<file path="config.mk">
export PLATFORM = sky130hd
export DESIGN_NAME = ram_arbiter
export DESIGN_NICKNAME = d
export VERILOG_FILES = /design/src/rtl/ram_arbiter.sv
export SDC_FILE = /design/constraint.sdc
export NUM_CORES = 1
export LEC_CHECK = 0
export CAP_MARGIN = 30
export CORE_ASPECT_RATIO = 1.4
export CORE_MARGIN = 1
export CORE_UTILIZATION = 38
export DETAILED_ROUTE_END_ITERATION = 8
export GPL_ROUTABILITY_DRIVEN = 0
export GPL_TIMING_DRIVEN = 0
export PLACE_DENSITY_LB_ADDON = 0.2
export SYNTH_ARGS = -nofsm -noshare
export SYNTH_HDL_FRONTEND = slang
export SYNTH_SLANG_ARGS = --single-unit
export TNS_END_PERCENT = 50
</file>
<file path="constraint.sdc">
create_clock -name clk -period 1.7 [get_ports clk]
set_input_delay 0.51 -clock clk [delete_from_list [all_inputs] [get_ports clk]]
set_output_delay 0.51 -clock clk [all_outputs]
set_load 0.01 [all_outputs]
</file>
<file path="src/rtl/ram_arbiter.sv">
// Two-port req/ack arbiter that sequences a single-port RAM between
// instruction fetch (read-only) and data load/store. One transaction is in
// flight at a time: IDLE grants, ISSUE strobes the RAM, WAIT covers the read
// latency, and DONE pulses the owner's ack.
module ram_arbiter #(
  parameter int ADDR_W    = 8,
  parameter int DATA_W    = 16,
  parameter int RD_LAT    = 1,
  parameter int PRIO_DATA = 0
) (
  input  logic              clk,
  input  logic              rst_n,
  input  logic              f_req,
  input  logic [ADDR_W-1:0] f_adr,
  output logic              f_ack,
  output logic [DATA_W-1:0] f_rdata,
  input  logic              d_req,
  input  logic              d_we,
  input  logic [ADDR_W-1:0] d_adr,
  input  logic [DATA_W-1:0] d_wdata,
  output logic              d_ack,
  output logic [DATA_W-1:0] d_rdata,
  output logic              ram_read,
  output logic              ram_write,
  output logic [ADDR_W-1:0] ram_adr,
  output logic [DATA_W-1:0] ram_wdata,
  input  logic [DATA_W-1:0] ram_out,
  output logic              busy
);

  typedef enum logic [1:0] {IDLE, ISSUE, WAIT, DONE} state_t;

  // Transaction captured at grant; the RAM side is driven only from this,
  // so requester-side changes after the grant have no effect.
  typedef struct packed {
    logic              own;   // 0 = fetch, 1 = data
    logic              we;
    logic [ADDR_W-1:0] adr;
    logic [DATA_W-1:0] wdata;
  } xfer_t;

  localparam logic PORT_F = 1'b0;
  localparam logic PORT_D = 1'b1;
  localparam int   CW     = (RD_LAT > 1) ? $clog2(RD_LAT) : 1;
  localparam logic [CW-1:0] CNT_LAST = CW'(RD_LAT - 1);

  state_t        state, nxt;
  xfer_t         cur;
  logic [CW-1:0] cnt;
  logic          last_gnt;
  logic          grant;
  logic          gnt_own;
  logic          cap;

  // Next-state, grant decision and strobes/acks decoded from the state.
  always_comb begin
    nxt       = state;
    grant     = 1'b0;
    gnt_own   = PORT_F;
    ram_read  = 1'b0;
    ram_write = 1'b0;
    f_ack     = 1'b0;
    d_ack     = 1'b0;
    cap       = 1'b0;
    unique case (state)
      IDLE: begin
        if (f_req || d_req) begin
          grant = 1'b1;
          if (f_req && d_req)
            gnt_own = (PRIO_DATA != 0) ? PORT_D : ~last_gnt;
          else
            gnt_own = d_req;
          nxt = ISSUE;
        end
      end
      ISSUE: begin
        ram_read  = ~cur.we;
        ram_write = cur.we;
        nxt       = cur.we ? DONE : WAIT;
      end
      WAIT: begin
        if (cnt == CNT_LAST) begin
          cap = 1'b1;
          nxt = DONE;
        end
      end
      DONE: begin
        f_ack = (cur.own == PORT_F);
        d_ack = (cur.own == PORT_D);
        nxt   = IDLE;
      end
      default: nxt = IDLE;
    endcase
  end

  // State register; reset drops every decoded strobe and ack at once.
  always_ff @(posedge clk or negedge rst_n) begin
    if (!rst_n) state <= IDLE;
    else        state <= nxt;
  end

  // Latch the granted transaction and remember who was served last.
  // last_gnt resets to data so fetch wins the first tie.
  always_ff @(posedge clk or negedge rst_n) begin
    if (!rst_n) begin
      cur      <= '0;
      last_gnt <= PORT_D;
    end else begin
      if (grant)
        cur <= '{own:   gnt_own,
                 we:    gnt_own & d_we,
                 adr:   gnt_own ? d_adr : f_adr,
                 wdata: d_wdata};
      if (state == DONE)
        last_gnt <= cur.own;
    end
  end

  // Read-latency counter, only counts while waiting.
  always_ff @(posedge clk or negedge rst_n) begin
    if (!rst_n)              cnt <= '0;
    else if (state == WAIT)  cnt <= cnt + CW'(1);
    else                     cnt <= '0;
  end

  // Capture RAM data into the owner's register; the other port keeps its word.
  always_ff @(posedge clk or negedge rst_n) begin
    if (!rst_n) begin
      f_rdata <= '0;
      d_rdata <= '0;
    end else if (cap) begin
      if (cur.own == PORT_D) d_rdata <= ram_out;
      else                   f_rdata <= ram_out;
    end
  end

  assign ram_adr   = cur.adr;
  assign ram_wdata = cur.wdata;
  assign busy      = (state != IDLE);

endmodule

</file>
**Word level (Yosys, flattened, before mapping)**

Index checks and enable logic that the tools add are counted.

- Bits in registers: 62
- Input port bits: 53
- Output and inout port bits: 61
- Word-level logic and storage cells: 43

- Add/sub/neg operators: 1
- Equal/unequal tests: 5
- Mux-type cells: 17
- Bitwise operators: 4
- Reductions and logical operators: 7

Operators by type and width:

| kind | count |
|---|---|
| $mux W1 | 13 |
| $mux W8 | 1 |
| $pmux W2 S4 | 1 |
| $reduce_and A2 Y1 | 3 |
| $eq A2 B2 Y1 const B | 2 |
| $mux W2 | 2 |
| $ne A2 B2 Y1 const B | 2 |
| $not A1 Y1 | 3 |
| $eq A2 B1 Y1 const B | 1 |
| $logic_not A2 Y1 | 1 |
| $reduce_bool A2 Y1 | 1 |
| $add A1 B1 Y1 const B | 1 |
| $and A1 B1 Y1 | 1 |
| $logic_and A1 B1 Y1 | 1 |
| $logic_or A1 B1 Y1 | 1 |

**Logic depth before layout (Yosys ltp)**

Gate-level depths: netlist of run 1.

- Word-level depth: 5
- Gate-level depth with buffers: 7
- Depth with buffers taken out: 5

**Worst setup path after synthesis of run 1**

Ideal clock, no wire load.

- Path type: register -> register
- From: register state[0]
- To: register f_rdata[0]
- Setup time: 0.125 ns
- Data arrival time: 1.571 ns
- Data required time: 1.575 ns
- Path slack: 0.004 ns
- Stages on the path, launching flop included: 8
- Buffers on the path: 2
- Clock period less this slack: 1.696 ns
- Cells stage by stage: dfrtp_1 > inv_1 > ha_1 > nor2b_2 > nor2b_1 > buf_4 > buf_6 > mux2_2

- Cells in the longest elaborated chain, start to end: 3

RTL lines:

| element | line | RTL |
|---|---|---|
| from (decl) | 47 | `state_t state, nxt;` |
| from (signal assigned) | 99 | `else state <= nxt;` |
| $eq A2 B2 Y1 | 65 | `unique case (state)` |
| $mux W1 | 65 |  |
| via cap | 53 | `logic cap;` |
| $reduce_and A2 Y1 (no source line) | -- |  |
| to (signal assigned) | 133 | `else f_rdata <= ram_out;` |
| to (decl) | 16 | `output logic [DATA_W-1:0] f_rdata,` |

The timed path passes the listed nets, and every way through them passes these cells.
A chain may end at the register's enable or synchronous reset.

**Worst setup path after layout of run 1**

- From: register state[0]
- To: output port ram_write

- Cells in the longest elaborated chain, start to end: 2

RTL lines:

| element | line | RTL |
|---|---|---|
| $eq A2 B1 Y1 | 65 |  |
| $mux W1 | 65 |  |
| to (decl) | 24 | `output logic ram_write,` |

No other way between the ends.

==> results of run 1 <==
placed cells by master, fill, tap and decap left out, drive strengths merged:
master	synthesis	layout
a21o	1	1
clkdlybuf4s50	0	51
inv	3	3
ha	4	4
buf	30	49
a22oi	2	2
or3b	8	8
o22a	1	1
nor2	11	11
dfstp	1	1
o21ai	9	9
a21oi	1	1
o21a	1	1
nand2	50	50
mux2	34	34
dlygate4sd2	0	56
bufinv	0	1
clkbuf	3	18
a31oi	8	8
and2	3	3
dfrtp	61	61
a22o	1	1
nor2b	4	4
clkinvlp	0	1
clkinv	0	1
report_power, final:
part / switching [mW] / internal, mW / leakage (nW)
combinational: 1.75 / 2.60 / 1.34
sequential: 0.444 / 2.24 / 0.733
clock: 0.551 / 0.756 / 0.0996
routing by layer:
layer | part of all wire (%) | routed length (um) | up-vias | global-route usage [%]
li1 | - | - | 1040 | -
met1 | 41 | 2770 | 1037 | 20.0
met2 | 52 | 3480 | 75 | 30.0
met3 | 5.0 | 337 | 11 | 4.83
met4 | 1.5 | 101 | 0 | 7.54
met5 | 0 | 0 | - | 0
through the flow:
| stage | hold slack (ps) | cell area, sq um | power (mW) | instances | worst slack (ps) |
|---|---|---|---|---|---|
| global placement | 461 | 3980 | 6.54 | 444 | -1920 |
| detailed placement | 464 | 3990 | 6.63 | 445 | -388 |
| floorplan | 214 | 2730 | 4.68 | 236 | 4.37 |
| finish | 204 | 4510 | 8.35 | 475 | -154 |
| CTS | 221 | 4190 | 7.62 | 466 | -188 |
| global route | 240 | 4510 | 8.89 | 475 | -193 |
cell families (layout without fill, tap and decap cells):
family,Yosys count,after routing
mux,34,34
buf+inv,36,180
fa+ha+maj,4,4
compound gates,24,24
flops,62,62
simple gates,76,76
critical path: stages (launching register included):
cell	delay, ps
dfrtp_2	440
buf_6	150
ha_4	160
and2_4	150
buf_6	110
state kept, by name, indices dropped and copies added (netlist names):
| register | count |
|---|---|
| cnt | 1 |
| cur | 2 |
| d_rdata | 16 |
| f_rdata | 16 |
| last_gnt | 1 |
| ram_adr | 8 |
| ram_wdata | 16 |
| state | 2 |
final timing paths:
| kind | start | end | slack (ps) | depth (start not counted) |
|---|---|---|---|---|
| max | state[0]$_DFFE_PN0P_ | ram_write | -150 | 4 |
| max reg2reg | state[1]$_DFFE_PN0P_ | f_rdata[9]$_DFFE_PN0P_ | -130 | 8 |
| min | rst_n | d_rdata[10]$_DFFE_PN0P_ | 200 | 1 |
| min in group clk | ram_wdata[5]$_DFFE_PN0P_ | ram_wdata[5]$_DFFE_PN0P_ | 480 | 2 |
| min reg2reg | ram_wdata[5]$_DFFE_PN0P_ | ram_wdata[5]$_DFFE_PN0P_ | 480 | 2 |
| max in group asynchronous | rst_n | last_gnt$_DFFE_PN1N_ | 810 | 2 |
repair_timing:
item | in CTS | in global routing
gates cloned | 0 | 2
pin swaps | 0 | 4
buffers inserted | 5 | 7
endpoints found under the setup margin | 111 | 55
resized for setup | 84 | 59
area by class of cell:
type / instances / share of cell area (%)
plain buffers: 33 / 5.50
clock buffers: 13 / 3.53
clock inverters: 3 / 0.944
inverters: 3 / 0.305
multi-input cells: 138 / 24.9
flip-flops and latches: 62 / 34.5
well taps: 95 / 2.64
repair buffers: 128 / 27.7
==> impl_metrics.csv, run 1 <==
group,metric,value,unit
logic_synthesis,synth_cell_types,28,
logic_synthesis,yosysTopAreaCell,"dfrtp_1",
detailed_routing,ant_nets,0,
finish,multi_input_area,1120,sq um
setup_path,endpoint_kind,"primary output",
place,port_buffers,113,
sta,final.setup.worst_slack,-154,ps
grt,grt_max_degree,35,
grt,first_global_vias,2087,
logic_synthesis,synth_seq_area_share,57.0,%
finish,fin_util,65.0,%
die,dieWidth,73.6,um
logic_synthesis,synthTopCellsByArea,"dfrtp_1, mux2_2, buf_4",
power_and_ir_drop,peakVddDrop,1.08,mV
logic_synthesis,synthAdderAreaFrac,1.84,%
logic_synthesis,syn_area_per_cell,11.5,sq um
logic_synthesis,synth_edf_count,0,
finish,syn2layout_area_growth,65.4,%
setup_path,worstPathArrival,1340,ps
logic_synthesis,synth.top_cell.area_share,56.0,%
logic_synthesis,synth_top_family_by_area,"multiplexers",
cts,path_clk_slew,70,ps
setup_path,required,1190,ps
sta,fmax,0.539,GHz
hold_path,hold_path.class,"in2async",
logic_synthesis,synth_compound_area_share,5.42,%
logic_synthesis,synth-xor-area-share,0,%
finish,final.fill_count,612,
setup_path,start_kind,"register",
logic_synthesis,synth_mux_area_share,14.0,%
cts,clockRootBuffer,"clkbuf_8",
die,core,6940,sq um
grt,grt-ovfl-total,0,
die,rows,36,
setup_path,path_max_fanout,3,
finish,layout-drive-gt1-share,33.2,%
logic_synthesis,synth.most_common_cell,"dfrtp_1",
cts,cts_tree,"built",
sta,max_slew.worst_pin.slew,661,ps
logic_synthesis,synthSimpleGateAreaFrac,12.9,%
detailed_routing,drt-total-wl,6690,um
logic_synthesis,ys.warnings.count,0,
sta,period_needed,1850,ps
detailed_routing,drcViolationCount,0,
detailed_routing,drt_iter0_drc,68,
sta,relSlewSlack,56.0,%
finish,final-seq-area,1550,sq um
detailed_routing,drt-vias-per-instance,4.55,
sta,report.final.slew_viol_count,0,
logic_synthesis,synth_common_cells,"dfrtp_1, nand2_1, mux2_2",
cts,htreeDepth,3,
run_status,violations,"negative setup slack",
detailed_routing,drt_pre_antenna_iters,4,
place,dp_hpwl,4340,um
detailed_routing,vias,2163,
power_and_ir_drop,p_per_area,1850,nW/um^2
logic_synthesis,synth_area,2730,sq um
sta,setup_viol,32,
sta,final.setup.tns,-2750,ps
flow_run,maxCapViolations,0,
grt,track_usage,17.4,%
cts,cts_hold_buffers,0,
sta,rsz0062_at_grt,"true",
sta,period_share,109,%
cts,clockBufferDepth,2,
die,die_h,102,um
die,dieArea,7520,sq um
die,pin_count,114,
logic_synthesis,synth_fp_nets,293,
finish,diodes,0,
setup_path,path_class,"reg2out",
sta,hold_viol_final,0,
cts,numCtsBuffers,9,
cts,clk-insertion-delay-late,330,ps
logic_synthesis,ys_async_sr_fraction,100,%
detailed_routing,routedWlPerCell,14.1,um
logic_synthesis,ys_ff_latch,62,
power_and_ir_drop,leakagePower,2.17,nW
cts,cts_sinks,62,
die,start_util,39.3,%
sta,skew,7.58,ps
logic_synthesis,synthFlopType,"dfrtp_1",
grt,grt_pass1_wl,9760,um
finish,fin_nets,432,
grt,antenna_found_initial,0,
run_status,status,"finished, violations left",
logic_synthesis,synthCells,236,
(Power assumes the default switching activity.)
==> run 2, diff against run 1 <==
--- a/config.mk
+++ b/config.mk
@@ -13,6 +13,7 @@
 export GPL_ROUTABILITY_DRIVEN = 0
 export GPL_TIMING_DRIVEN = 0
 export PLACE_DENSITY_LB_ADDON = 0.2
+export SETUP_SLACK_MARGIN = 0.2
 export SYNTH_ARGS = -nofsm -noshare
 export SYNTH_HDL_FRONTEND = slang
 export SYNTH_SLANG_ARGS = --single-unit
==> run 2 against run 1 <==
  * Largest cell class is now buffers
  * Setup slack got worse by 21 ps
  * The flow still finishes with violations (negative setup slack)
  * Via count up 3.0%
  * Utilization grew 4.4 points
  * Clock power grew 9%
==> impl_metrics.csv, run 2 (synthesis results as in run 1) <==
group,metric,value,unit
detailed_routing,drt_pre_antenna_iters,4,
detailed_routing,routedWlPerCell,13.9,um
setup_path,path_max_fanout,5,
setup_path,crit_family,"buffers and inverters",
flow_run,maxCapViolations,0,
sta,report.final.slew_viol_count,0,
detailed_routing,drt-total-wl,6830,um
die,dieWidth,73.6,um
finish,fin_util,69.4,%
sta,final.setup.worst_slack,-175,ps
grt,antenna_found_initial,0,
sta,setup_viol,32,
setup_path,path_class,"reg2reg",
detailed_routing,drt-vias-per-instance,4.55,
place,dp_hpwl,4370,um
die,die_h,102,um
place,port_buffers,113,
die,pin_count,114,
sta,rsz0062_at_grt,"true",
die,start_util,39.3,%
setup_path,worstPathArrival,2090,ps
power_and_ir_drop,p_per_area,1930,nW/um^2
setup_path,start_kind,"register",
cts,htreeDepth,3,
cts,clockRootBuffer,"clkbuf_8",
finish,fin_nets,447,
sta,fmax,0.533,GHz
grt,grt_max_degree,63,
finish,layout_common_cells,"buf_6, dfrtp_1, clkdlybuf4s50_1",
sta,period_needed,1870,ps
detailed_routing,vias,2228,
grt,grt_pass1_wl,10000,um
sta,hold_viol_final,0,
setup_path,path_cells,"buf_6 -> buf_6 -> buf_6 -> ha_4 -> nor2b_4 -> nor2b_1 -> buf_4 -> buf_12 -> mux2_4",
setup_path,crit_buf_inv,5,
setup_path,required,1910,ps
die,core,6940,sq um
finish,syn2layout_area_growth,76.7,%
run_status,status,"finished, violations left",
hold_path,hold_path.class,"in2async",
finish,diodes,0,
setup_path,cp_common_cell,"buf_6",
setup_path,endpoint_kind,"register",
setup_path,cp_slowest_cell,"dfrtp_1",
die,dieArea,7520,sq um
grt,grt-ovfl-total,0,
grt,first_global_vias,2183,
cts,path_clk_slew,80,ps
grt,track_usage,17.8,%
cts,clockBufferDepth,2,
detailed_routing,drt_iter0_drc,70,
detailed_routing,ant_nets,0,
setup_path,cp_slowest_stage_delay,400,ps
sta,period_share,110,%
sta,relSlewSlack,49.3,%
power_and_ir_drop,leakagePower,2.32,nW
place,place_ws,-441,ps
cts,numCtsBuffers,9,
detailed_routing,drcViolationCount,0,
finish,fin_area,4810,sq um
sta,max_slew.worst_pin.slew,761,ps
finish,layout-drive-gt1-share,51.1,%
cts,cts_hold_buffers,0,
cts,cts_sinks,62,
cts,cts_tree,"built",
run_status,violations,"negative setup slack",
power_and_ir_drop,peakVddDrop,0.983,mV
die,rows,36,
sta,skew,10.1,ps
cts,clk-insertion-delay-late,340,ps
place,dpl_cell_area,4030,sq um
## run 2: cell type report
| type | count | area, sq um |
|---|---|---|
| sequential | 62 | 1550 |
| fill | 555 | 2120 |
| buffer | 33 | 359 |
| timing repair buffer | 143 | 1330 |
| inverter | 3 | 13.8 |
| tap | 95 | 119 |
| multi-input combinational | 138 | 1220 |
| clock inverter | 7 | 97.6 |
| clock buffer | 9 | 124 |
## run 2: what timing repair did
| action | 4_1_cts | 5_1_grt |
|---|---|---|
| setup endpoints to repair | 120 | 115 |
| hold endpoints to repair | 0 | 0 |
| buffers inserted | 20 | 7 |
| gates cloned | 1 | 2 |
| resized for setup | 242 | 134 |
| pin swaps | 16 | 9 |
## run 2: path summary, 6_finish.rpt
check	end	cells after the start	start	slack, ps
max	f_rdata[10]$_DFFE_PN0P_	9	state[1]$_DFFE_PN0P_	-170
min	f_rdata[14]$_DFFE_PN0P_	1	rst_n	240
max reg2reg	f_rdata[10]$_DFFE_PN0P_	9	state[1]$_DFFE_PN0P_	-170
min reg2reg	ram_wdata[6]$_DFFE_PN0P_	2	ram_wdata[6]$_DFFE_PN0P_	480
max in group asynchronous	state[0]$_DFFE_PN0P_	1	rst_n	920
min in group clk	ram_wdata[6]$_DFFE_PN0P_	2	ram_wdata[6]$_DFFE_PN0P_	480
## run 2: metrics by stage
step | std cells | hold slack (ps) | total power, mW | TNS, ps
5_1_grt | 490 | 296 | 9.89 | -4730
3_5_place_dp | 444 | 463 | 6.77 | -10360
3_3_place_gp | 444 | 460 | 6.69 | -129670
2_1_floorplan | 236 | 214 | 4.82 | 0
6_report | 490 | 243 | 9.30 | -3450
4_1_cts | 481 | 266 | 8.47 | -3070
## run 2: power breakdown
part	internal, mW	total, mW	switching (mW)	leakage [nW]
combinational	3.21	5.16	1.95	1.48
clock	0.830	1.43	0.604	0.106
sequential	2.24	2.71	0.475	0.733
## run 2: layer usage
| metal | GRT usage [%] | share of wire, % | vias to the layer above |
|---|---|---|---|
| met2 | 31.5 | 53 | 64 |
| met3 | 4.44 | 4.9 | 12 |
| met1 | 19.6 | 40 | 1077 |
| li1 | - | - | 1075 |
| met4 | 8.73 | 1.9 | 0 |
| met5 | 0 | 0 | - |
==> run 3, diff against run 2 <==
--- a/config.mk
+++ b/config.mk
@@ -13,6 +13,7 @@
 export GPL_ROUTABILITY_DRIVEN = 0
 export GPL_TIMING_DRIVEN = 0
 export PLACE_DENSITY_LB_ADDON = 0.2
+export RECOVER_POWER = 25
 export SETUP_SLACK_MARGIN = 0.2
 export SYNTH_ARGS = -nofsm -noshare
 export SYNTH_HDL_FRONTEND = slang
==> run 3 against run 2 <==
  * The flow finishes with violations (max-capacitance violations, max-slew violations, negative setup slack)
  * Global-route usage unchanged
  * Sequential power is essentially flat
  * Worst hold slack better by 240 ps
  * Non-clock buffer count unchanged
  * Via count unchanged
  * Flip-flop and latch count unchanged
  * Clock skew about the same
  * Total power about the same
  * Design area barely moved
  * Final cell count is the same
  * Routed wire length barely moved
  * Critical endpoint unchanged
  * Largest cell class unchanged
  * Highest routed layer unchanged
==> impl_metrics.csv, run 3 (synthesis results as in run 1) <==
group,metric,value,unit
die,dieWidth,73.6,um
detailed_routing,drt_pre_antenna_iters,4,
grt,grt-ovfl-total,0,
sta,final.setup.tns,-3450,ps
finish,final.fill_count,556,
sta,skew,10.1,ps
run_status,status,"finished, violations left",
grt,grt_pass1_wl,10000,um
setup_path,crit_buf_inv,5,
sta,period_share,110,%
die,rows,36,
cts,clk-insertion-delay-late,340,ps
finish,syn2layout_area_growth,76.6,%
detailed_routing,drt-vias-per-instance,4.55,
sta,rsz0062_at_grt,"true",
die,dieArea,7520,sq um
sta,period_needed,1870,ps
setup_path,cp_slowest_stage_delay,400,ps
detailed_routing,vias,2228,
place,port_buffers,113,
power_and_ir_drop,peakVddDrop,0.983,mV
die,start_util,39.3,%
detailed_routing,routedWlPerCell,13.9,um
grt,gr-usage-met1,19.6,%
sta,relSlewSlack,-0.789,%
finish,fin_nets,447,
setup_path,path_class,"reg2reg",
hold_path,hold_path.class,"reg2reg",
finish,layout_common_cells,"buf_6, dfrtp_1, clkdlybuf4s50_1",
cts,path_clk_slew,80,ps
finish,fin_area,4810,sq um
setup_path,path_cells,"buf_6 -> buf_6 -> buf_6 -> ha_4 -> nor2b_4 -> nor2b_1 -> buf_4 -> buf_12 -> mux2_4",
cts,clockRootBuffer,"clkbuf_8",
sta,report.final.slew_viol_count,63,
cts,htreeDepth,3,
grt,grtUsageMet2,31.5,%
place,dpl_cell_area,4030,sq um
cts,cts_tree,"built",
die,die_h,102,um
cts,numCtsBuffers,9,
setup_path,required,1910,ps
grt,first_global_vias,2183,
setup_path,worstPathArrival,2090,ps
place,dp_hpwl,4370,um
setup_path,path_max_fanout,5,
detailed_routing,drt-total-wl,6830,um
cts,cts_hold_buffers,0,
detailed_routing,drt_iter0_drc,70,
setup_path,endpoint_kind,"register",
die,pin_count,114,
sta,hold_viol_final,0,
sta,final.setup.worst_slack,-175,ps
finish,layout-drive-gt1-share,51.1,%
grt,grt_max_degree,63,
power_and_ir_drop,leakagePower,2.32,nW
grt,track_usage,17.8,%
setup_path,cp_slowest_cell,"dfrtp_1",
setup_path,cp_common_cell,"buf_6",
run_status,violations,"max-capacitance violations, max-slew violations, negative setup slack",
grt,antenna_found_initial,0,
cts,clockBufferDepth,2,
cts,cts_sinks,62,
power_and_ir_drop,p_per_area,1930,nW/um^2
sta,max_slew.worst_pin.slew,1510,ps
finish,diodes,0,
setup_path,start_kind,"register",
place,place_ws,-441,ps
grt,gr-max-usage-layer,"met2",
grt,gr-usage-met3,4.44,%
flow_run,maxCapViolations,1,
detailed_routing,drcViolationCount,0,
die,core,6940,sq um
sta,fmax,0.533,GHz
setup_path,crit_family,"buffers and inverters",
detailed_routing,ant_nets,0,
sta,setup_viol,32,
-- run 3: changes by cell type in the layout (fill, tap and decap cells not counted), sizes merged --
cell    previous run  this run
clkbuf            38        39
buf               91        90
-- run 3: layout make-up --
type,instances,area [sq um],area share [%]
tap,95,119,2.47
sequential,62,1550,32.3
buffer,33,359,7.46
multi-input combinational,138,1220,25.3
clock inverter,7,97.6,2.03
clock buffer,9,124,2.57
timing repair buffer,143,1330,27.6
inverter,3,13.8,0.286
-- run 3: final timing paths --
| kind | endpoint | start | depth (start not counted) | slack [ps] |
|---|---|---|---|---|
| setup / recovery | f_rdata[10]$_DFFE_PN0P_ | state[1]$_DFFE_PN0P_ | 9 | -170 |
| hold / removal | ram_wdata[6]$_DFFE_PN0P_ | ram_wdata[6]$_DFFE_PN0P_ | 2 | 480 |
| setup reg to reg | f_rdata[10]$_DFFE_PN0P_ | state[1]$_DFFE_PN0P_ | 9 | -170 |
| hold reg to reg | ram_wdata[6]$_DFFE_PN0P_ | ram_wdata[6]$_DFFE_PN0P_ | 2 | 480 |
| min in group asynchronous | f_rdata[14]$_DFFE_PN0P_ | rst_n | 1 | 530 |
| max in group asynchronous | state[0]$_DFFE_PN0P_ | rst_n | 1 | 180 |
-- run 3: stage by stage --
step	hold slack [ps]	total power, mW	std cells	util, %
finish	478	9.30	490	69.4
global route	502	9.89	490	69.4
CTS	266	8.47	481	64.6
detailed placement	463	6.77	444	58.1
global placement	460	6.69	444	58.1
floorplan	214	4.82	236	-
-- run 3: power by group --
part | total [mW] | internal, mW | leakage, nW | switching (mW)
clock network | 1.43 | 0.830 | 0.106 | 0.604
registers | 2.71 | 2.24 | 0.733 | 0.475
logic | 5.15 | 3.21 | 1.48 | 1.95
total | 9.30 | 6.28 | 2.32 | 3.03
-- run 3: worst register-to-register path: cells and delay by family (launching register included) --
| family | cells | cell delay [ps] |
|---|---|---|
| fa+ha+maj | 1 | 150 |
| buf+inv | 5 | 670 |
| flops | 1 | 400 |
| mux | 1 | 290 |
| simple gates | 2 | 260 |
-- run 3: timing repair --
| action | 4_1_cts | 5_1_grt |
|---|---|---|
| pin swaps | 16 | 9 |
| buffers inserted | 20 | 7 |
| endpoints found under the setup margin | 120 | 115 |
| cloned | 1 | 2 |
| gates resized for setup | 242 | 134 |
| endpoints found under the hold margin | 0 | 0 |
-- run 3: per-layer routing --
| layer | up-vias | routed length (um) |
|---|---|---|
| met5 | - | 0 |
| met4 | 0 | 131 |
| met3 | 12 | 332 |
| met2 | 64 | 3620 |
| met1 | 1077 | 2740 |
| li1 | 1075 | - |
